--- src/rtl/text_ctrl_pkg.sv ---
// Shared constants, control-character codes and FSM state type for the
// UART-to-text-RAM cursor controller.
package text_ctrl_pkg;

    localparam int ROWS = 4;
    localparam int COLS = 32;

    localparam logic [7:0] CH_LF       = 8'h0A;
    localparam logic [7:0] CH_CR       = 8'h0D;
    localparam logic [7:0] CH_BS       = 8'h08;
    localparam logic [7:0] CH_FF       = 8'h0C;
    localparam logic [7:0] CH_PRINT_LO = 8'h20;
    localparam logic [7:0] CH_PRINT_HI = 8'h7E;

    typedef enum logic [1:0] {
        IDLE,
        PUT,
        CLR_ROW,
        CLR_ALL
    } state_t;

endpackage

--- src/rtl/byte_hold_reg.sv ---
// One-entry receive buffer: presents either the held byte or the live strobe
// to the controller, and flags bytes lost while the entry is occupied.
module byte_hold_reg (
    input  logic       clk,
    input  logic       reset,
    input  logic [7:0] rx_data,
    input  logic       rx_valid,
    input  logic       take,
    output logic       out_valid,
    output logic [7:0] out_data,
    output logic       overrun
);

    logic       hold_vld;
    logic [7:0] hold_data;

    // The held byte always has priority so arrival order is preserved.
    assign out_valid = hold_vld | rx_valid;
    assign out_data  = hold_vld ? hold_data : rx_data;

    always_ff @(posedge clk) begin
        if (reset) begin
            hold_vld <= 1'b0;
            overrun  <= 1'b0;
        end else if (hold_vld) begin
            if (take)
                hold_vld <= rx_valid;
            else if (rx_valid)
                overrun <= 1'b1;
        end else if (rx_valid && !take) begin
            hold_vld <= 1'b1;
        end
    end

    always_ff @(posedge clk) begin
        if (rx_valid && (hold_vld ? take : !take))
            hold_data <= rx_data;
    end

endmodule

--- src/rtl/text_cursor_ctrl.sv ---
// Cursor/FSM controller writing received characters into the 4x32 text RAM,
// handling LF/CR, BS and FF, with row and full-screen clears.
module text_cursor_ctrl
    import text_ctrl_pkg::*;
#(
    parameter int         COL_OFFSET     = 24,
    parameter bit         CLEAR_ON_RESET = 1'b1,
    parameter logic [7:0] FILL_CHAR      = 8'h20
) (
    input  logic       clk,
    input  logic       reset,
    input  logic [7:0] rx_data,
    input  logic       rx_valid,
    output logic       ram_we,
    output logic [1:0] ram_row,
    output logic [4:0] ram_col,
    output logic [7:0] ram_wdata,
    output logic [1:0] cur_row,
    output logic [4:0] cur_col,
    output logic       busy,
    output logic       overrun
);

    localparam logic [4:0] COL_OFF5 = 5'(COL_OFFSET);
    localparam logic [4:0] COL_LAST = 5'(COLS - 1);
    localparam logic [6:0] CNT_LAST = 7'(ROWS * COLS - 1);

    function automatic logic [4:0] phys(input logic [4:0] c);
        return c + COL_OFF5;
    endfunction

    state_t     state, state_nx;
    logic [6:0] cnt, cnt_nx, cnt_inc;
    logic [1:0] row_nx;
    logic [4:0] col_nx;
    logic       put_adv, adv_nx;
    logic       we_nx;
    logic [1:0] wrow_nx;
    logic [4:0] wcol_nx;
    logic [7:0] wdata_nx;
    logic       in_valid;
    logic [7:0] in_data;

    byte_hold_reg u_hold (
        .clk       (clk),
        .reset     (reset),
        .rx_data   (rx_data),
        .rx_valid  (rx_valid),
        .take      (state == IDLE),
        .out_valid (in_valid),
        .out_data  (in_data),
        .overrun   (overrun)
    );

    assign busy    = (state != IDLE);
    assign cnt_inc = cnt + 7'd1;

    // Next-state logic also selects the write that will be on the RAM port
    // during the next cycle, so every RAM output comes straight from a flop.
    always_comb begin
        state_nx = state;
        cnt_nx   = cnt;
        row_nx   = cur_row;
        col_nx   = cur_col;
        adv_nx   = put_adv;
        we_nx    = 1'b0;
        wrow_nx  = ram_row;
        wcol_nx  = ram_col;
        wdata_nx = ram_wdata;
        case (state)
            IDLE: begin
                if (in_valid) begin
                    if (in_data >= CH_PRINT_LO && in_data <= CH_PRINT_HI) begin
                        state_nx = PUT;
                        adv_nx   = 1'b1;
                        we_nx    = 1'b1;
                        wrow_nx  = cur_row;
                        wcol_nx  = phys(cur_col);
                        wdata_nx = in_data;
                    end else if (in_data == CH_LF || in_data == CH_CR) begin
                        state_nx = CLR_ROW;
                        cnt_nx   = 7'd0;
                        row_nx   = cur_row + 2'd1;
                        col_nx   = 5'd0;
                        we_nx    = 1'b1;
                        wrow_nx  = cur_row + 2'd1;
                        wcol_nx  = phys(5'd0);
                        wdata_nx = FILL_CHAR;
                    end else if (in_data == CH_BS) begin
                        if (cur_col != 5'd0) begin
                            state_nx = PUT;
                            adv_nx   = 1'b0;
                            col_nx   = cur_col - 5'd1;
                            we_nx    = 1'b1;
                            wrow_nx  = cur_row;
                            wcol_nx  = phys(cur_col - 5'd1);
                            wdata_nx = FILL_CHAR;
                        end
                    end else if (in_data == CH_FF) begin
                        state_nx = CLR_ALL;
                        cnt_nx   = 7'd0;
                        we_nx    = 1'b1;
                        wrow_nx  = 2'd0;
                        wcol_nx  = phys(5'd0);
                        wdata_nx = FILL_CHAR;
                    end
                end
            end
            PUT: begin
                state_nx = IDLE;
                if (put_adv) begin
                    if (cur_col != COL_LAST) begin
                        col_nx = cur_col + 5'd1;
                    end else begin
                        state_nx = CLR_ROW;
                        cnt_nx   = 7'd0;
                        row_nx   = cur_row + 2'd1;
                        col_nx   = 5'd0;
                        we_nx    = 1'b1;
                        wrow_nx  = cur_row + 2'd1;
                        wcol_nx  = phys(5'd0);
                        wdata_nx = FILL_CHAR;
                    end
                end
            end
            CLR_ROW: begin
                if (cnt[4:0] == COL_LAST) begin
                    state_nx = IDLE;
                end else begin
                    cnt_nx   = cnt_inc;
                    we_nx    = 1'b1;
                    wrow_nx  = cur_row;
                    wcol_nx  = phys(cnt_inc[4:0]);
                    wdata_nx = FILL_CHAR;
                end
            end
            CLR_ALL: begin
                // After reset the first cycle carries no write; the sweep
                // starts from index 0 on the following cycle.
                if (!ram_we) begin
                    cnt_nx   = 7'd0;
                    we_nx    = 1'b1;
                    wrow_nx  = 2'd0;
                    wcol_nx  = phys(5'd0);
                    wdata_nx = FILL_CHAR;
                end else if (cnt == CNT_LAST) begin
                    state_nx = IDLE;
                    row_nx   = 2'd0;
                    col_nx   = 5'd0;
                end else begin
                    cnt_nx   = cnt_inc;
                    we_nx    = 1'b1;
                    wrow_nx  = cnt_inc[6:5];
                    wcol_nx  = phys(cnt_inc[4:0]);
                    wdata_nx = FILL_CHAR;
                end
            end
            default: state_nx = IDLE;
        endcase
    end

    always_ff @(posedge clk) begin
        if (reset) begin
            state     <= CLEAR_ON_RESET ? CLR_ALL : IDLE;
            cnt       <= 7'd0;
            put_adv   <= 1'b0;
            cur_row   <= 2'd0;
            cur_col   <= 5'd0;
            ram_we    <= 1'b0;
            ram_row   <= 2'd0;
            ram_col   <= 5'd0;
            ram_wdata <= 8'd0;
        end else begin
            state     <= state_nx;
            cnt       <= cnt_nx;
            put_adv   <= adv_nx;
            cur_row   <= row_nx;
            cur_col   <= col_nx;
            ram_we    <= we_nx;
            ram_row   <= wrow_nx;
            ram_col   <= wcol_nx;
            ram_wdata <= wdata_nx;
        end
    end

endmodule

--- config.mk ---
export PLATFORM = sky130hd
export DESIGN_NAME = text_cursor_ctrl
export DESIGN_NICKNAME = d
export VERILOG_FILES = /design/src/rtl/text_ctrl_pkg.sv /design/src/rtl/byte_hold_reg.sv /design/src/rtl/text_cursor_ctrl.sv
export SDC_FILE = /design/constraint.sdc
export NUM_CORES = 1
export LEC_CHECK = 0
export ABC_AREA = 1
export CORE_MARGIN = 2
export CORE_UTILIZATION = 45
export DETAILED_ROUTE_END_ITERATION = 7
export PLACE_DENSITY = 0.67
export SLEW_MARGIN = 20
export SYNTH_ARGS = -nofsm -noshare
export SYNTH_HDL_FRONTEND = slang
export SYNTH_SLANG_ARGS = --single-unit
--- constraint.sdc ---
create_clock -name clk -period 4.75 [get_ports clk]
set_input_delay 0.475 -clock clk [delete_from_list [all_inputs] [get_ports clk]]
set_output_delay 0.475 -clock clk [all_outputs]
set_load 0.01 [all_outputs]
==> results.sh, run 1 <==
export IMPL_gp_congestion=0.876
export IMPL_synth_area_leaders="dfxtp_1 26%, nand2_1 18%, nor2_1 10%"
export IMPL_post_cts_resize_count=0
export IMPL_antenna_found_initial=0
export IMPL_async_reset_ff_share_pct=0
export IMPL_setup_violations=0
export IMPL_critPathLaunchType="flop"
export IMPL_ys_types=35
export IMPL_core_mm2=0.00592
export IMPL_synthFlopType="dfxtp_1"
export IMPL_post_drt_wl_per_cell_um=12.0
export IMPL_power_share_clock_pct=20.3
export IMPL_worst_ep_arrival_time_ns=2.61
export IMPL_grt_usage_pct=20.9
export IMPL_tritoncts="built"
export IMPL_drc=0
export IMPL_max_freq_mhz=417
export IMPL_synth_most_common_cell="nand2_1"
export IMPL_worst_skew_pair_late_latency_ns=0.30
export IMPL_outcome="complete, no violations"
export IMPL_switchingPower_uw=726
export IMPL_ios=36
export IMPL_grt_pass1_wl_um=10800
export IMPL_slew_violations=0
export IMPL_p_comb_share_pct=46.9
export IMPL_slew_headroom_pct=47.2
export IMPL_p_leak_uw=0.00160
export IMPL_die_area_mm2=0.00673
export IMPL_grt_pass1_vias=2359
export IMPL_ys_top_cells_by_count="130 x nand2_1, 73 x nor2_1, 50 x inv_1, 35 x dfxtp_1, 24 x nand3_1"
export IMPL_cap_violations=0
export IMPL_vias=2591
export IMPL_yosysTopAreaCell="dfxtp_1"
export IMPL_cts_made_buffers=5
export IMPL_drt_first_pass_iters=5
export IMPL_row_count=28
export IMPL_endpoint_kind="flop"
export IMPL_drive_above_1_share_pct=7.69
export IMPL_wirelength_um=6370
export IMPL_min_period_ns=2.40
export IMPL_skew_ns=0.00539
export IMPL_die_h_um=82.1
export IMPL_cts_sinks=43
export IMPL_met3_usage_pct=4.62
export IMPL_ys_seq_area_share_pct=34.3
export IMPL_cts_max_level=2
export IMPL_rsz0062_at_grt="false"
export IMPL_portBuffers=35
export IMPL_worst_pin_slew_ns=0.791
export IMPL_internal_power_uw=1000
export IMPL_fin_tns_setup_ns=0
export IMPL_cp_max_fo=24
export IMPL_peakVddDrop_mv=0.278
export IMPL_crit_required_ns=4.96
export IMPL_fin_hold_ws_ns=0.446
export IMPL_switching_share_pct=42.0
export IMPL_ys_warn_count=0
export IMPL_globalRouteMet2Util_pct=31.7
export IMPL_die_w_um=82.1
export IMPL_clkSlewWorstSetupHoldPaths_ns=0.09
export IMPL_avgSynthCellArea_um2=6.48
export IMPL_synth_nets=439
export IMPL_grt_overflow=0
export IMPL_drt_iter0_markers=128
export IMPL_cts_setup_buffers=0
export IMPL_fillers=606
export IMPL_finalCritPeriodShare_pct=50.5
export IMPL_hold_viol=0
export IMPL_seqPwrFrac_pct=32.8
export IMPL_synth_top_area_share_pct=25.6
export IMPL_grt_max_degree=28
export IMPL_post_route_util_pct=54.7
export IMPL_hold_path_class="flop to flop"
export IMPL_clockBufferDepth=2
export IMPL_viasPerCell=4.89
export IMPL_p_per_area_mw_per_mm2=533
export IMPL_hold_buffers=0
export IMPL_layout_nets=470
export IMPL_grtUsageMet1_pct=29.2
export IMPL_root_buffer="clkbuf_8"
export IMPL_synth_area_mm2=0.00274
export IMPL_synth_cells=423
export IMPL_synth_seq_cells=43
export IMPL_busiest_layer="met2"
export IMPL_areaGrowthSynthToFinish_pct=18.1
export IMPL_synth_edff_count=8
export IMPL_n_antenna_cell=0
export IMPL_dp_hpwl_um=4830
export IMPL_critPathKind="flop to flop"
export IMPL_ant_nets=0
export IMPL_start_util_pct=46.3
==> area by class of cell <==
cell class / count / area (µm²) / area share (%)
Clock buffer: 5 / 68.8 / 2.13
Clock inverter: 3 / 66.3 / 2.05
Inverter: 54 / 208 / 6.42
Multi-Input combinational cell: 314 / 1500 / 46.4
Sequential cell: 43 / 941 / 29.1
Tap cell: 75 / 93.8 / 2.90
Timing Repair Buffer: 36 / 358 / 11.1
==> worst paths after layout <==
kind | endpoint | depth (start not counted) | from | slack [ns]
max | ram_wdata[5] | 13 | u_hold.hold_vld | 2.35
min | ram_wdata[7] | 2 | ram_wdata[7] | 0.45
max reg2reg | ram_wdata[5] | 13 | u_hold.hold_vld | 2.35
min reg2reg | ram_wdata[7] | 2 | ram_wdata[7] | 0.45
==> layout by cell type (no fill, tap or decap), types with 5 or more instances in the layout <==
master,n
ha_1,5
nand2_1,130
o21ai_1,7
edfxtp_1,8
a21oi_1,14
clkbuf_8,5
inv_1,50
nor2_1,73
dfxtp_1,35
clkdlybuf4s50_1,35
nand3_1,24
o21ai_0,16
xor2_1,5
nand4_1,6
nand2_2,9
nand2_4,6
==> per-stage QoR <==
stage               std cells  setup WS (ns)  instance area, µm²  total power (µW)
global placement          522           2.37                3100              1380
finish                    530           2.35                3240              1730
detailed placement        522           2.32                3100              1380
CTS                       530           2.35                3240              1730
floorplan                 423           2.87                2740              1160
global route              530           2.01                3240              1880
==> worst max-delay path, cell delays in order (launching register included) <==
cell and delay, ns:
dfxtp_1 0.78, inv_6 0.14, nand2_1 0.10, nand2_1 0.11, nor2_1 0.16, nand2_1 0.09
nand2_1 0.07, nand2_1 0.06, nand2_2 0.08, nand2_2 0.16, nand2_4 0.27, inv_2 0.10
nor2_1 0.11, nor2_1 0.06
==> power groups by stage <==
| stage | Combinational [µW] | Clock (µW) | Sequential [µW] |
|---|---|---|---|
| floorplan | 588 | 0 | 573 |
| global placement | 804 | 0 | 574 |
| detailed placement | 809 | 0 | 573 |
| CTS | 814 | 355 | 566 |
| global route | 930 | 369 | 580 |
| finish | 810 | 350 | 566 |
==> cell families (layout without fill, tap and decap cells) <==
kind of cell / after synthesis / after routing / share of synthesized area [%]
buf+inv: 66 / 98 / 10.9
flops: 43 / 43 / 34.3
simple gates: 256 / 256 / 40.8
compound gates: 44 / 44 / 8.81
fa+ha+maj: 5 / 5 / 2.28
xor+xnor: 9 / 9 / 2.88
==> state kept, by name, summed over array words and instances, names as in the netlist <==
signal,flops
cnt,7
ram_row,2
ram_wdata,8
ram_col,5
cur_col,5
u_hold.hold_data,8
put_adv,1
u_hold.hold_vld,1
state,2
ram_we,1
u_hold.overrun,1
cur_row,2
==> routing by layer <==
| layer | vias to the layer above | routed length [µm] |
|---|---|---|
| li1 | 1380 | - |
| met1 | 1164 | 3290 |
| met2 | 43 | 2810 |
| met3 | 4 | 202 |
| met4 | 0 | 72 |
| met5 | - | 0 |
Note: power is estimated with default switching activity, not from simulation.
==> run 2: changes to the inputs <==
==> constraint.sdc (replaced) <==
create_clock -name clk -period 2.4 [get_ports clk]
set_input_delay 0.24 -clock clk [delete_from_list [all_inputs] [get_ports clk]]
set_output_delay 0.24 -clock clk [all_outputs]
set_load 0.01 [all_outputs]
==> run 2 against run 1 <==
  * Fmax rose by 12%
  * Clock power rose by 57%
  * Clock skew about the same
  * Combinational power rose by 110%
  * Routed wire length is 2.4% lower
  * Setup slack lost 2.1 ns
  * Non-clock buffer count increased by 8
  * Final cell count is 1.5% higher
  * Largest power group unchanged
  * Highest routed layer unchanged
==> results.sh, run 2 (synthesis gave the netlist of run 1 again) <==
export IMPL_outcome="complete, no violations"
export IMPL_total_power_uw=3340
export IMPL_drt_iter0_markers=138
export IMPL_max_freq_mhz=465
export IMPL_final_cell_mix="130 x nand2_1, 73 x nor2_1, 50 x inv_1"
export IMPL_core_mm2=0.00592
export IMPL_viasPerCell=4.82
export IMPL_antenna_found_initial=0
export IMPL_hold_path_class="flop to flop"
export IMPL_vias=2591
export IMPL_drt_first_pass_iters=4
export IMPL_pre_cts_ws_ns=0.189
export IMPL_clockBufferDepth=2
export IMPL_top_regs="ram_wdata: 8 flops, u_hold.hold_data: 8 flops, cnt: 7 flops"
export IMPL_final_common_cell="nand2_1"
export IMPL_crit_required_ns=2.60
export IMPL_cp_max_fo=24
export IMPL_areaGrowthSynthToFinish_pct=19.8
export IMPL_post_drt_wl_per_cell_um=11.6
export IMPL_die_area_mm2=0.00673
export IMPL_worst_slack_ns=0.249
export IMPL_fin_tns_setup_ns=0
export IMPL_die_h_um=82.1
export IMPL_die_w_um=82.1
export IMPL_cts_sinks=43
export IMPL_fillers=575
export IMPL_grt_overflow=0
export IMPL_critPathKind="flop to flop"
export IMPL_finalCritPeriodShare_pct=89.6
export IMPL_grt_max_degree=27
export IMPL_critPathBufInv=2
export IMPL_rsz0062_at_grt="false"
export IMPL_skew_ns=0.00535
export IMPL_clkSlewWorstSetupHoldPaths_ns=0.08
export IMPL_crit_chain="ha_1 > nand3_1 > inv_1 > ha_1 > nand2_1 > nand4_1 > a21oi_1 > nand2_2 > nand2_8 > inv_2 > nor2_1 > nor2_1"
export IMPL_hold_buffers=0
export IMPL_cts_made_buffers=5
export IMPL_worst_ep_arrival_time_ns=2.35
export IMPL_setup_violations=0
export IMPL_drive_above_1_share_pct=9.29
export IMPL_hold_viol=0
export IMPL_fin_hold_ws_ns=0.454
export IMPL_max_stage_delay_ns=0.35
export IMPL_tritoncts="built"
export IMPL_grt_pass1_vias=2362
export IMPL_portBuffers=35
export IMPL_ios=36
export IMPL_wirelength_um=6220
export IMPL_dp_hpwl_um=4860
export IMPL_worst_pin_slew_ns=0.588
export IMPL_critPathLaunchType="flop"
export IMPL_p_leak_uw=0.00164
export IMPL_grt_pass1_wl_um=10800
export IMPL_start_util_pct=46.3
export IMPL_gp_congestion=0.903
export IMPL_grt_usage_pct=20.7
export IMPL_n_antenna_cell=0
export IMPL_cp_top_family="simple AND/OR/NAND/NOR gates"
export IMPL_worst_skew_pair_late_latency_ns=0.30
export IMPL_p_per_area_mw_per_mm2=1020
export IMPL_cap_violations=0
export IMPL_root_buffer="clkbuf_8"
export IMPL_ant_nets=0
export IMPL_endpoint_kind="flop"
export IMPL_peakVddDrop_mv=0.469
export IMPL_drc=0
export IMPL_cts_max_level=2
export IMPL_slew_headroom_pct=60.4
export IMPL_min_period_ns=2.15
export IMPL_layout_nets=478
export IMPL_slew_violations=0
export IMPL_row_count=28
export IMPL_slowest_stage="dfxtp_1"
## run 2: cell count changes in the layout (fill, tap and decap cells not counted), sizes merged
| cell | previous run | this run |
|---|---|---|
| clkbuf | 5 | 7 |
| bufinv | 2 | 0 |
| inv | 55 | 54 |
| clkinv | 0 | 1 |
| buf | 1 | 9 |
## run 2: where the power goes
part | internal [µW] | switching (µW)
clock network | 295 | 255
registers | 932 | 153
logic | 677 | 1030
total | 1900 | 1440
## run 2: cell type report
cell class | count | area (µm²) | share of cell area (%)
Multi-Input combinational cell | 314 | 1510 | 46.0
Sequential cell | 43 | 941 | 28.7
Timing Repair Buffer | 44 | 418 | 12.7
Inverter | 54 | 208 | 6.33
Clock buffer | 7 | 108 | 3.28
Tap cell | 75 | 93.8 | 2.86
Clock inverter | 1 | 5.00 | 0.152
## run 2: path summary, 6_finish.rpt
path | cells past startpoint | slack, ns | from | to
max reg2reg | 12 | 0.25 | cnt[0] | ram_col[3]
min | 2 | 0.45 | u_hold.overrun | u_hold.overrun
min reg2reg | 2 | 0.45 | u_hold.overrun | u_hold.overrun
max | 12 | 0.25 | cnt[0] | ram_col[3]
## run 2: per-layer routing
metal	part of all wire (%)	wire (µm)	global-route usage [%]	vias up
met5	0	0	0	-
met4	1.2	74	5.17	0
met3	5.4	335	4.62	8
met2	43	2700	33.3	59
met1	50	3110	28.2	1127
li1	-	-	-	1397
## run 2: worst register-to-register path, stage by stage, from the launching register on
cell     delay [ns]
dfxtp_1        0.35
ha_1           0.23
nand3_1        0.16
inv_1          0.07
ha_1           0.20
nand2_1        0.07
nand4_1        0.08
a21oi_1        0.17
nand2_2        0.22
nand2_8        0.23
inv_2          0.09
nor2_1         0.12
nor2_1         0.06
## run 2: per-stage QoR
step	cells	area, µm²	util, %
floorplan	423	2740	-
global placement	530	3160	53.4
CTS	538	3270	55.3
finish	538	3280	55.5
detailed placement	530	3160	53.4
global route	538	3280	55.5
## run 2: what timing repair did
action | 4_1_cts | 5_1_grt
endpoints found under the setup margin | 0 | 6
gates resized for setup | 0 | 1
buffers inserted | 0 | 0
==> RTL edit: new RTL, flow settings as in run 2 <==
`ram_wdata` no longer has a reset.
--- a/src/rtl/text_cursor_ctrl.sv
+++ b/src/rtl/text_cursor_ctrl.sv
@@ -170,5 +170,4 @@
             ram_row   <= 2'd0;
             ram_col   <= 5'd0;
-            ram_wdata <= 8'd0;
         end else begin
             state     <= state_nx;
@@ -180,6 +179,9 @@
             ram_row   <= wrow_nx;
             ram_col   <= wcol_nx;
-            ram_wdata <= wdata_nx;
         end
+    end
+
+    always_ff @(posedge clk) begin
+        ram_wdata <= wdata_nx;
     end
 
Formal check against the unedited RTL: not equivalent (Yosys sat finds a counterexample within 4 cycles, from zero or initial values and one cycle with reset high).
==> RTL edit against run 2 <==
  * Area after synthesis up 7.5%
  * Power down 12%
  * Non-clock buffer count up 3
  * Clock skew increased by 0.0028 ns
  * Synthesized cell count up 1.9%
  * Sequential cell count stayed put
  * Routed wire length is 13% higher
  * First-iteration DRC count is 22% higher
  * Design area increased by 6.7%
  * Setup slack worse by 0.037 ns
  * Combinational power shrank 16%
==> RTL edit: results (changes against run 2) <==
Layout
  • Non-CTS buffers: 47 (+6.8%)
  • Final #Nets: 495 (+3.6%)
  • FILL cells: 618 (+7.5%)
  • Number of multi-input combinational cells: 325 (+3.5%)
  • Cell Count, Final, Fillers Out: 551 (+2.4%)
  • Buffering overhead: 0.129 (+0.00205)
  • Final core occ: 0.552 (-0.00299)
  • N_diodes: 0 (unchanged)
  • Number of non-clock inverters in the layout: 51 (-5.6%)
  • Seq_cells: 43 (unchanged)
  • Share of layout cells above drive strength 1: 0.133 (+0.0400)
  • # clk buffers: 5 (-2)
  • Area of the multi-input gates: 1640 µm² (+8.6%)
  • FF/Latch Area: 1020 µm² (+8.8%)
  • Clk tree area frac: 0.0264 (-0.00786)

Floorplanning
  • Std-Cell Rows: 29 (+3.6%)

Clocking
  • Postcts setup bufs: 0 (unchanged)
  • Htree depth: 2 (unchanged)

Synthesis
  • Top cells by area, synth: dfxtp_1, edfxtp_1, nand2_1
  • Post-Syn Area per Cell: 6.84 µm² (+5.5%)
  • Post-synthesis sequential area ratio: 0.346 (+0.00313)
  • Synth Net Count: 453 (+3.2%)
  • Commonest cells in the synthesized netlist: nand2_1, nor2_1, inv_1, nand3_1, dfxtp_1
  • EDFF count, synth: 16 (+8)
  • Synth unique cells: 38 (+8.6%)

Routing
  • WL final: 7.03 mm (+13%)
  • First drt pass iteration count: 6 (+2)
  • Wl on met1: 3.18 mm (+2.3%)
  • Max layer used: met4
  • Met3 WL: 439 µm (+31%)
  • Metal2 WL: 3.33 mm (+23%)
  • Routed vias/inst: 5.10 (+5.9%)
  • Iter 0 DRT Violations: 169 (+22%)

Power and ir drop
  • Worst IR Drop VDD: 411 µV (-12%)
  • P_clk: 0.000490 W (-11%)
  • Internal power: 0.00169 W (-11%)
  • Comb power: 0.00144 W (-16%)
  • Lkg Pwr: 1.68 nW (+2.5%)
  • Combinational share of power: 0.491 (-0.020)

Setup path
  • Arrival time worst endpoint: 1.95 ns (-0.40 ns)
  • CP max-delay cell: clkdlybuf4s50_1
  • Worst-path fanout max: 10 (-58%)
  • Crit-path max cell delay: 0.60 ns (+0.25 ns)
  • Largest delay contributor family on the critical path: buffers and inverters

Status
  • Outcome: complete, no violations

Timing
  • Worst Skew: 0.00814 ns (+0.00278 ns)
  • Rel. slew slack: 0.597 (-0.00723)

Placement
  • Post-DP HPWL: 5.33 mm (+9.6%)
  • Placed standard-cell area: 3400 µm² (+7.6%)
  • Gp weighted congestion: 0.943 (+4.4%)
  • Pre-CTS WS: 0.117 ns (-0.0726 ns)
  • Placed Cells: 543 (+2.5%)

Global route
  • First-pass GRT wire length: 11.8 mm (+9.5%)
  • M1 GR Usage: 0.285 (+0.00304)
  • GRT Util Overall: 0.204 (-0.00313)
  • Vias in the first global route: 2521 (+6.7%)
  • Largest net degree at the start of global routing: 21 (-22%)
  • Grt met2 use: 0.328 (-0.00467)
  • M3 GR Usage: 0.0360 (-0.0102)

Min path
  • Worst hold path type: register to register
==> RTL edit: final timing paths <==
kind / startpoint / end / slack, ns
worst max-delay path: state[1] / busy / 0.21
worst min-delay path: u_hold.overrun / u_hold.overrun / 0.47
worst max register to register: cur_col[0] / ram_wdata[2] / 0.24
worst min register to register: u_hold.overrun / u_hold.overrun / 0.47
==> RTL edit: kinds of logic (layout without fill, tap and decap cells) <==
logic type               count (synthesis)  count (layout)  synth area share
XOR/XNOR                                 5               5            0.0149
AO/OA/AOI/OAI                           49              49            0.0896
AND/OR/NAND/NOR                        259             259             0.402
other                                    1               1           0.00127
adder cells (fa/ha/maj)                 11              11            0.0467
flip-flops                              43              43             0.346
buffers and inverters                   63             106            0.0989
==> RTL edit: worst min-delay path, cell delays in order (launching register included) <==
cell	delay, ns
dfxtp_1	0.33
inv_1	0.05
a21oi_1	0.05
